`config.mk`:
```
export PLATFORM = sky130hd
export DESIGN_NAME = char_pixel_pipeline
export DESIGN_NICKNAME = d
export VERILOG_FILES = /design/src/rtl/char_pixel_pipeline.sv
export SDC_FILE = /design/constraint.sdc
export NUM_CORES = 1
export LEC_CHECK = 0
export CORE_UTILIZATION = 44
export DETAILED_ROUTE_END_ITERATION = 10
export PLACE_DENSITY = 0.78
export RECOVER_POWER = 100
export SLEW_MARGIN = 20
export SYNTH_ARGS = -nofsm -noshare
export SYNTH_HDL_FRONTEND = slang
export SYNTH_SLANG_ARGS = --single-unit
```
`constraint.sdc`:
```
create_clock -name clk -period 1.9 [get_ports clk]
set_clock_uncertainty 0.1 [all_clocks]
set_input_delay 0.475 -clock clk [delete_from_list [all_inputs] [get_ports clk]]
set_output_delay 0.475 -clock clk [all_outputs]
set_load 0.02 [all_outputs]
```
`src/rtl/char_pixel_pipeline.sv`:
```
// Character-cell pixel generator: text buffer fetch -> font ROM fetch -> glyph bit -> RGB,
// with timing sidebands delayed so the output stays pixel-aligned for the HDMI encoder.
module char_pixel_pipeline #(
    parameter int          H_WIDTH    = 12,
    parameter int          V_WIDTH    = 11,
    parameter int          COLS       = 80,
    parameter int          ROWS       = 30,
    parameter int          ADDR_WIDTH = 12,
    parameter logic [23:0] FG_RGB     = 24'hFFFFFF,
    parameter logic [23:0] BG_RGB     = 24'h000000,
    parameter int          BLINK_LOG2 = 5
) (
    input  logic                  clk,
    input  logic                  rst,
    input  logic [H_WIDTH-1:0]    h_count,
    input  logic [V_WIDTH-1:0]    v_count,
    input  logic                  de_in,
    input  logic                  hs_in,
    input  logic                  vs_in,
    input  logic [6:0]            cursor_col,
    input  logic [4:0]            cursor_row,
    output logic [ADDR_WIDTH-1:0] text_addr,
    input  logic [7:0]            text_data,
    output logic [10:0]           font_addr,
    input  logic [7:0]            font_data,
    output logic [23:0]           rgb,
    output logic                  de_out,
    output logic                  hs_out,
    output logic                  vs_out
);
    localparam int CW = H_WIDTH - 3;
    localparam int RW = V_WIDTH - 4;

    // Per-pixel context that travels alongside the memory fetches.
    typedef struct packed {
        logic       de;
        logic       hs;
        logic       vs;
        logic       in_text;
        logic       cursor;
        logic       blink;
        logic [2:0] x_bit;
        logic [3:0] line;
    } pix_t;

    logic [CW-1:0]         col;
    logic [RW-1:0]         row;
    logic [31:0]           addr_full;
    logic                  in_text;
    logic                  cur_hit;
    pix_t                  p1, p2, p3, p4;
    logic                  inv3, inv4;
    logic                  vs_d;
    logic [BLINK_LOG2:0]   frame_cnt;
    logic                  pix_bit;
    logic [23:0]           rgb_next;

    always_comb begin
        col       = h_count[H_WIDTH-1:3];
        row       = v_count[V_WIDTH-1:4];
        addr_full = 32'(row) * 32'(COLS) + 32'(col);
        in_text   = (32'(col) < 32'(COLS)) && (32'(row) < 32'(ROWS));
        // Out-of-range cursor positions can only match out-of-range cells, so gate with in_text.
        cur_hit   = in_text && (col == CW'(cursor_col)) && (row == RW'(cursor_row));
    end

    always_comb begin
        pix_bit = font_data[3'd7 - p4.x_bit];
        if (p4.cursor && p4.blink && (p4.line >= 4'd14)) pix_bit = ~pix_bit;
        if (inv4) pix_bit = ~pix_bit;
        rgb_next = 24'h0;
        if (p4.de) rgb_next = (p4.in_text && pix_bit) ? FG_RGB : BG_RGB;
    end

    always_ff @(posedge clk or negedge rst) begin
        if (!rst) begin
            vs_d      <= 1'b0;
            frame_cnt <= '0;
            text_addr <= '0;
            font_addr <= '0;
            p1        <= '0;
            p2        <= '0;
            p3        <= '0;
            p4        <= '0;
            inv3      <= 1'b0;
            inv4      <= 1'b0;
            rgb       <= '0;
            de_out    <= 1'b0;
            hs_out    <= 1'b0;
            vs_out    <= 1'b0;
        end else begin
            vs_d <= vs_in;
            if (vs_in && !vs_d) frame_cnt <= frame_cnt + 1'b1;

            text_addr  <= addr_full[ADDR_WIDTH-1:0];
            p1.de      <= de_in;
            p1.hs      <= hs_in;
            p1.vs      <= vs_in;
            p1.in_text <= in_text;
            p1.cursor  <= cur_hit;
            p1.blink   <= frame_cnt[BLINK_LOG2];
            p1.x_bit   <= h_count[2:0];
            p1.line    <= v_count[3:0];

            p2 <= p1;

            p3        <= p2;
            font_addr <= {text_data[6:0], p2.line};
            inv3      <= text_data[7];

            p4   <= p3;
            inv4 <= inv3;

            rgb    <= rgb_next;
            de_out <= p4.de;
            hs_out <= p4.hs;
            vs_out <= p4.vs;
        end
    end
endmodule

```
==> results.md, run 1 <==
Global route
• **wire length of the first global-routing pass** 8.666 mm
• **Total Routing Usage GR** 16.19%
• **pin count of the biggest net entering global routing** 40
• **total global routing overflow** 0
• **number of antenna violations at the first check in global routing** 1
• **number of global-route vias before repair** 1,912

Synthesis
• **Net Count, Synth** 270
• **register bit count reported by yosys** 82
• **top flip-flop cell by instance count after synthesis** dfrtp_1
• **average footprint of a synthesized cell** 15.36 µm²
• **cell area after technology mapping** 3027 µm²
• **Post-synth EDFFs** 0
• **combinational family with the most area after synthesis** XOR/XNOR gates
• **Gate Count Post-Synth** 197
• **Simple-Gate Fraction of Synth Area** 3.390%
• **Yosys Warn Count** 0
• **post-synthesis sequential area ratio** 67.80%
• **xor and xnor fraction of the mapped netlist area** 8.351%
• **fraction of registers with async set/reset** 100.0%
• **count of different cell masters after synthesis** 27
• **Synth Area in Adders** 7.524%
• **fraction of synthesized area in multiplexers** 2.439%
• **Compound-Gate Fraction of Synth Area** 3.183%

Setup path
• **data required time at the worst endpoint** 2.03 ns
• **setup slack of the worst register-to-register path** 0.31 ns
• **nature of the critical path startpoint** input port
• **Worst setup EP type** flip-flop
• **r2r startpoint** p4[4]
• **worst r2r dst** rgb[22]
• **worst-path fanout max** 3
• **critical path class** in2reg
• **Reg2Reg Depth** 4
• **signal arrival time at the worst endpoint** 2.16 ns

Clocking
• **clock latency at the later pin of the worst-skew pair** 0.33 ns
• **Clock Root Buffer** clkbuf_8
• **Max H-tree Level** 3
• **number of sinks handled by clock tree synthesis** 82
• **clock tree from TritonCTS** built
• **Worst-path clk slew** 0.08 ns
• **clock buffers created by TritonCTS** 9
• **Bufs on Longest Clock Path** 2

Floorplan
• **Core Area** 6495 µm²
• **Die X** 84.94 µm
• **effective utilization at floorplan** 46.60%
• **full die area** 7215 µm²
• **total I/O pin count** 106
• **Die H** 84.94 µm
• **Std-Cell Rows** 29

Hold path
• **worst min-delay path category** reg2reg
• **number of cells traversed by the worst hold path** 0
• **origin of the worst min-delay path** p2[8]
• **endpoint of the worst hold-timing path** p3[8]

Timing
• **fin worst setup slack** -0.1339 ns
• **worst rel slew slack** 40.01%
• **unrepaired setup endpoints after global routing** true
• **Final Hold Fails** 0
• **sum of negative setup slack** -0.3169 ns
• **setup-violating endpoint count in the final report** 4
• **final hold slack** 0.2399 ns
• **final critical-path required period** 2.034 ns
• **slew at the pin closest to its max-slew limit** 0.8998 ns
• **max-slew violation total from the final report** 0
• **Final Cycle Share** 107.0%
• **fmax** 491.7 MHz

Drt
• **Vias** 1,842
• **count of antenna-violating nets left after detailed routing** 0
• **length of the first detailed-routing pass in iterations** 7
• **average wire per standard cell** 13.41 µm
• **DR DRC count** 11
• **DRT Wirelength** 5.284 mm
• **Starting DRT DRC Count** 98
• **Via-to-Cell Ratio** 4.675

Placed design
• **sum of net half-perimeters after detailed placement** 3.932 mm
• **Routability Congestion** 0.7393
• **number of input and output port buffers inserted** 105
• **placed inst area** 4222 µm²

Status
• **result of the run** complete, but fails checks
• **failing checks** design-rule violations, negative setup slack

Layout
• **synthesis-to-finish area growth** 43.49%
• **area of all placed cells without fillers** 4343 µm²
• **share of final-layout standard cells stronger than drive strength 1** 20.19%
• **commonest non-fill, non-tap cells in the layout** dfrtp_1, clkdlybuf4s50_1, dlygate4sd2_1
• **number of nets in the final layout** 385
• **number of filler instances in the final layout** 506
• **count of antenna diodes in the layout** 0
• **commonest non-fill, non-tap cell in the layout** dfrtp_1
• **Final Util** 66.87%

Power and ir drop
• **leakage power figure** 0.002070 µW
• **peak supply drop** 0.0005152 V
• **Pwr Density** 935.4 nW/µm²
• **Power, Total** 4062 µW

Run
• **number of max-capacitance violations reported** 0

-- synthesized netlist by cell type (all sizes together) (2+ instances only) --
master / n / area, µm²
dfrtp: 82 / 2052
buf: 27 / 202.7
xor2: 16 / 140.1
ha: 15 / 187.7
xnor2: 12 / 112.6
a21oi: 5 / 25.02
inv: 5 / 18.77
o21ai: 5 / 25.02
nor4: 4 / 25.02
a21o: 3 / 22.52
nand2: 3 / 11.26
and3: 2 / 12.51
fa: 2 / 40.04
mux4: 2 / 52.55
nand4: 2 / 12.51
nor2: 2 / 7.510
nor2b: 2 / 12.51
-- flip-flops by register name (all words and copies together) (netlist names) --
register and cells:
p1 12, inv4 1, p3 12, rgb 1, vs_d 1, inv3 1, vs_out 1, text_addr 12
font_addr 8, de_out 1, frame_cnt 6, p2 13, p4 12, hs_out 1
-- what timing repair did --
item,4_1_cts,5_1_grt
pin swaps,12,4
endpoints found under the setup margin,29,23
setup buffers,1,0
hold endpoints to repair,21,0
gates resized for setup,56,26
hold buffers,1,0
-- worst max-delay path, cell delays in order --
cell and delay, ns:
buf_6 0.10, ha_4 0.24, ha_4 0.16, fa_1 0.48, ha_4 0.31, a21boi_4 0.17, o21ai_1 0.09, xnor2_1 0.13
-- through the flow --
step | worst slack [ns] | instances
2_1_floorplan | -0.3276 | 197
3_3_place_gp | -0.8796 | 376
3_5_place_dp | -0.9728 | 376
4_1_cts | -0.1132 | 394
5_1_grt | -0.1331 | 394
6_report | -0.1339 | 394
-- worst max path at each step --
stage	startpoint	endpoint	slack, ns
6_report	v_count[7]	text_addr[10]	-0.13
3_3_place_gp	v_count[5]	text_addr[10]	-0.88
3_5_place_dp	v_count[5]	text_addr[10]	-0.97
4_1_cts	v_count[7]	text_addr[10]	-0.11
2_1_floorplan	v_count[5]	text_addr[10]	-0.33
5_1_grt	v_count[7]	text_addr[10]	-0.13
-- area by class of cell --
type	count	area (µm²)	share of cell area [%]
Clock buffer	10	137.6	3.169
Clock inverter	6	71.32	1.642
Inverter	5	18.77	0.4322
Multi-Input combinational cell	83	887.1	20.43
Sequential cell	82	2052	47.25
Tap cell	77	96.34	2.218
Timing Repair Buffer	131	1080	24.86
-- layer usage --
layer,up-vias,GRT usage [%],wire length [µm]
met1,889,18.34,2025
met4,2,6.471,63
met2,83,27.49,2790
li1,862,-,-
met5,-,0,13
met3,6,6.420,390
-- report_power, final --
group | switching [µW] | internal, µW | leakage [µW] | total, µW
clock | 605 | 654 | 0.0000995 | 1260
sequential | 94.5 | 1940 | 0.000988 | 2030
combinational | 370 | 400 | 0.000982 | 770
total | 1070 | 2990 | 0.00207 | 4060
-- cells by family after synthesis --
| kind of cell | count (synthesis) |
|---|---|
| buffers and inverters | 32 |
| adder cells (fa/ha/maj) | 17 |
| multiplexers | 4 |
| flip-flops | 82 |
| AO/OA/AOI/OAI | 16 |
| AND/OR/NAND/NOR | 18 |
| XOR/XNOR | 28 |
No activity file was read; power rests on OpenSTA's default activity.
==> run 2: changes to the inputs <==
Settings changed: CAP_MARGIN set to 10, CORE_UTILIZATION 44 to 25, PLACE_DENSITY 0.78 to unset.
==> run 2 against run 1 <==
  * The flow still finishes with violations (design-rule violations, negative setup slack)
  * Combinational power increased by 9.5%
  * Clock power up 37%
  * Critical path depth unchanged
  * Largest cell class unchanged
  * Count of clock-buffer cells in the layout unchanged
  * Sequential power hardly changed
  * Global-route usage down 6.2 points
  * Final area is 6.7% higher
  * Critical path type unchanged
  * Via count is 0.33% lower
  * Setup slack improved by 0.022 ns
  * Wire length up 7.3%
  * Core utilization shrank 27 points
==> results.md, run 2 (synthesis gave the netlist of run 1 again) <==
Drt
• **DR DRC count** 12, +1
• **DRT Wirelength** 5.670 mm, +7.3%
• **Via-to-Cell Ratio** 3.965, -15%
• **count of antenna-violating nets left after detailed routing** 0, unchanged
• **average wire per standard cell** 12.25 µm, -8.7%
• **Vias** 1,836, -0.33%
• **Starting DRT DRC Count** 48, -51%
• **length of the first detailed-routing pass in iterations** 7, unchanged

Timing
• **setup-violating endpoint count in the final report** 4, unchanged
• **max-slew violation total from the final report** 0, unchanged
• **fmax** 497.1 MHz, +1.1%
• **slew at the pin closest to its max-slew limit** 0.9573 ns, +0.05744 ns
• **unrepaired setup endpoints after global routing** true
• **Final Cycle Share** 105.9%, -1.2 points
• **fin worst setup slack** -0.1119 ns, +0.02204 ns
• **Final Hold Fails** 0, unchanged
• **worst rel slew slack** 36.18%, -3.8 points
• **final critical-path required period** 2.012 ns, -0.02204 ns

Power and ir drop
• **peak supply drop** 0.0003198 V, -38%
• **net switching power** 1160 µW, +8.4%
• **Pwr Density** 995.0 nW/µm², +6.4%
• **share of total power in the clock network** 37.6%, +6.6 points
• **Power, Total** 4609 µW, +13%
• **Internal** 3449 µW, +15%
• **sequential fraction of design power** 44.1%, -6.0 points
• **leakage power figure** 0.002176 µW, +5.1%
• **portion of total power attributed to combinational logic** 18.3%, -0.7 points
• **net switching fraction of the power** 25.16%, -1.2 points

Clocking
• **clock tree from TritonCTS** built
• **number of sinks handled by clock tree synthesis** 82, unchanged
• **clock latency at the later pin of the worst-skew pair** 0.33 ns, about the same
• **Bufs on Longest Clock Path** 2, unchanged
• **clock buffers created by TritonCTS** 9, unchanged
• **Worst-path clk slew** 0.06 ns, -0.02 ns
• **Max H-tree Level** 3, unchanged
• **Clock Root Buffer** clkbuf_16
• **setup bufs post-CTS** 0, -1

Setup path
• **worst-path fanout max** 3, unchanged
• **signal arrival time at the worst endpoint** 2.12 ns, -0.04 ns
• **Worst setup EP type** flip-flop
• **data required time at the worst endpoint** 2.01 ns, -0.02 ns
• **nature of the critical path startpoint** input port
• **critical path class** in2reg

Global route
• **number of global-route vias before repair** 2,001, +4.7%
• **wire length of the first global-routing pass** 9.508 mm, +9.7%
• **total global routing overflow** 0, unchanged
• **pin count of the biggest net entering global routing** 35, -13%
• **number of antenna violations at the first check in global routing** 0, -1
• **Total Routing Usage GR** 9.986%, -6.2 points

Status
• **result of the run** complete, but fails checks
• **failing checks** design-rule violations, negative setup slack

Placed design
• **sum of net half-perimeters after detailed placement** 4.288 mm, +9.0%
• **number of placed instances with taps included** 446, +19%
• **placed inst area** 4334 µm², +2.7%
• **Routability Congestion** 0.7531, +1.9%
• **number of input and output port buffers inserted** 105, unchanged
• **worst setup slack before clock tree synthesis** -0.9145 ns, +0.05835 ns

Floorplan
• **Die X** 112.0 µm, +32%
• **Core Area** 11,610 µm², +79%
• **effective utilization at floorplan** 26.06%, -21 points
• **Die H** 112.0 µm, +32%
• **Std-Cell Rows** 39, +34%
• **total I/O pin count** 106, unchanged
• **full die area** 12,550 µm², +74%

Layout
• **share of final-layout standard cells stronger than drive strength 1** 19.38%, -0.81 points
• **commonest non-fill, non-tap cells in the layout** dfrtp_1, clkdlybuf4s50_1, dlygate4sd2_1
• **commonest non-fill, non-tap cell in the layout** dfrtp_1
• **number of nets in the final layout** 388, +0.78%
• **number of flip-flops in the largest register** 13, unchanged
• **synthesis-to-finish area growth** 53.04%
• **most flop-heavy register** p2
• **number of filler instances in the final layout** 1,137, +120%
• **non-filler instance count after layout** 463, +18%
• **count of antenna diodes in the layout** 0, unchanged
• **area of all placed cells without fillers** 4632 µm², +6.7%

Hold path
• **worst min-delay path category** reg2reg

Run
• **number of max-capacitance violations reported** 0, unchanged

-- run 2: final timing paths --
| path | start | endpoint | slack [ns] | cells past startpoint |
|---|---|---|---|---|
| worst max-delay path | v_count[7] | text_addr[10] | -0.11 | 8 |
| worst min-delay path | p2[9] | p3[9] | 0.25 | 0 |
| worst max register to register | p4[4] | rgb[22] | 0.30 | 4 |
| worst min register to register | p2[9] | p3[9] | 0.25 | 0 |
| max in group asynchronous | rst | font_addr[8] | 0.15 | 3 |
| min in group asynchronous | rst | frame_cnt[2] | 0.72 | 2 |
-- run 2: per-stage QoR --
stage / setup TNS (ns) / util, % / hold WS, ns
6_report: -0.2601 / 39.88 / 0.2459
4_1_cts: -0.2422 / 40.10 / 0.2486
3_5_place_dp: -4.781 / 37.32 / 0.2347
5_1_grt: -1.879 / 39.88 / 0.2526
2_1_floorplan: -0.9299 / - / 0.07941
3_3_place_gp: -4.677 / 37.32 / 0.2315
-- run 2: metal layers --
metal | track usage [%] | part of all wire, % | wire (µm) | vias to the layer above
met4 | 4.978 | 1.8 | 104 | 0
met1 | 11.52 | 41 | 2324 | 881
met5 | 0 | 0 | 0 | -
met3 | 3.294 | 8.4 | 475 | 6
li1 | - | - | - | 866
met2 | 16.69 | 49 | 2765 | 83
-- run 2: final cells by class --
type                       count  area (µm²)  area share (%)
inverter                       5       18.77          0.4052
sequential                    82        2052           44.30
clock buffer                  10       229.0           4.943
tap                          143       178.9           3.863
timing repair buffer         134        1212           26.17
clock inverter                 6       72.57           1.567
multi-input combinational     83       868.3           18.75
-- run 2: timing repair --
action                                  CTS  global route
gates resized for setup                  55             6
endpoints found under the setup margin   30             6
endpoints found under the hold margin    13             0
hold buffers                              1             0
pin swaps                                11             3
-- run 2: power by group through the flow --
| stage | logic (µW) | registers [µW] | clock network (µW) |
|---|---|---|---|
| after floorplan | 304 | 2140 | 0 |
| after global routing | 925 | 2060 | 1880 |
| after CTS | 871 | 2040 | 1800 |
| final | 843 | 2030 | 1730 |
| after detailed placement | 851 | 2070 | 0 |
| after global placement | 837 | 2060 | 0 |
-- run 2: critical path: stages --
cell and delay [ns]:
buf_6 0.10, ha_4 0.23, ha_4 0.16, fa_1 0.47, ha_4 0.30, a21boi_2 0.17
o21ai_1 0.08, xnor2_1 0.13
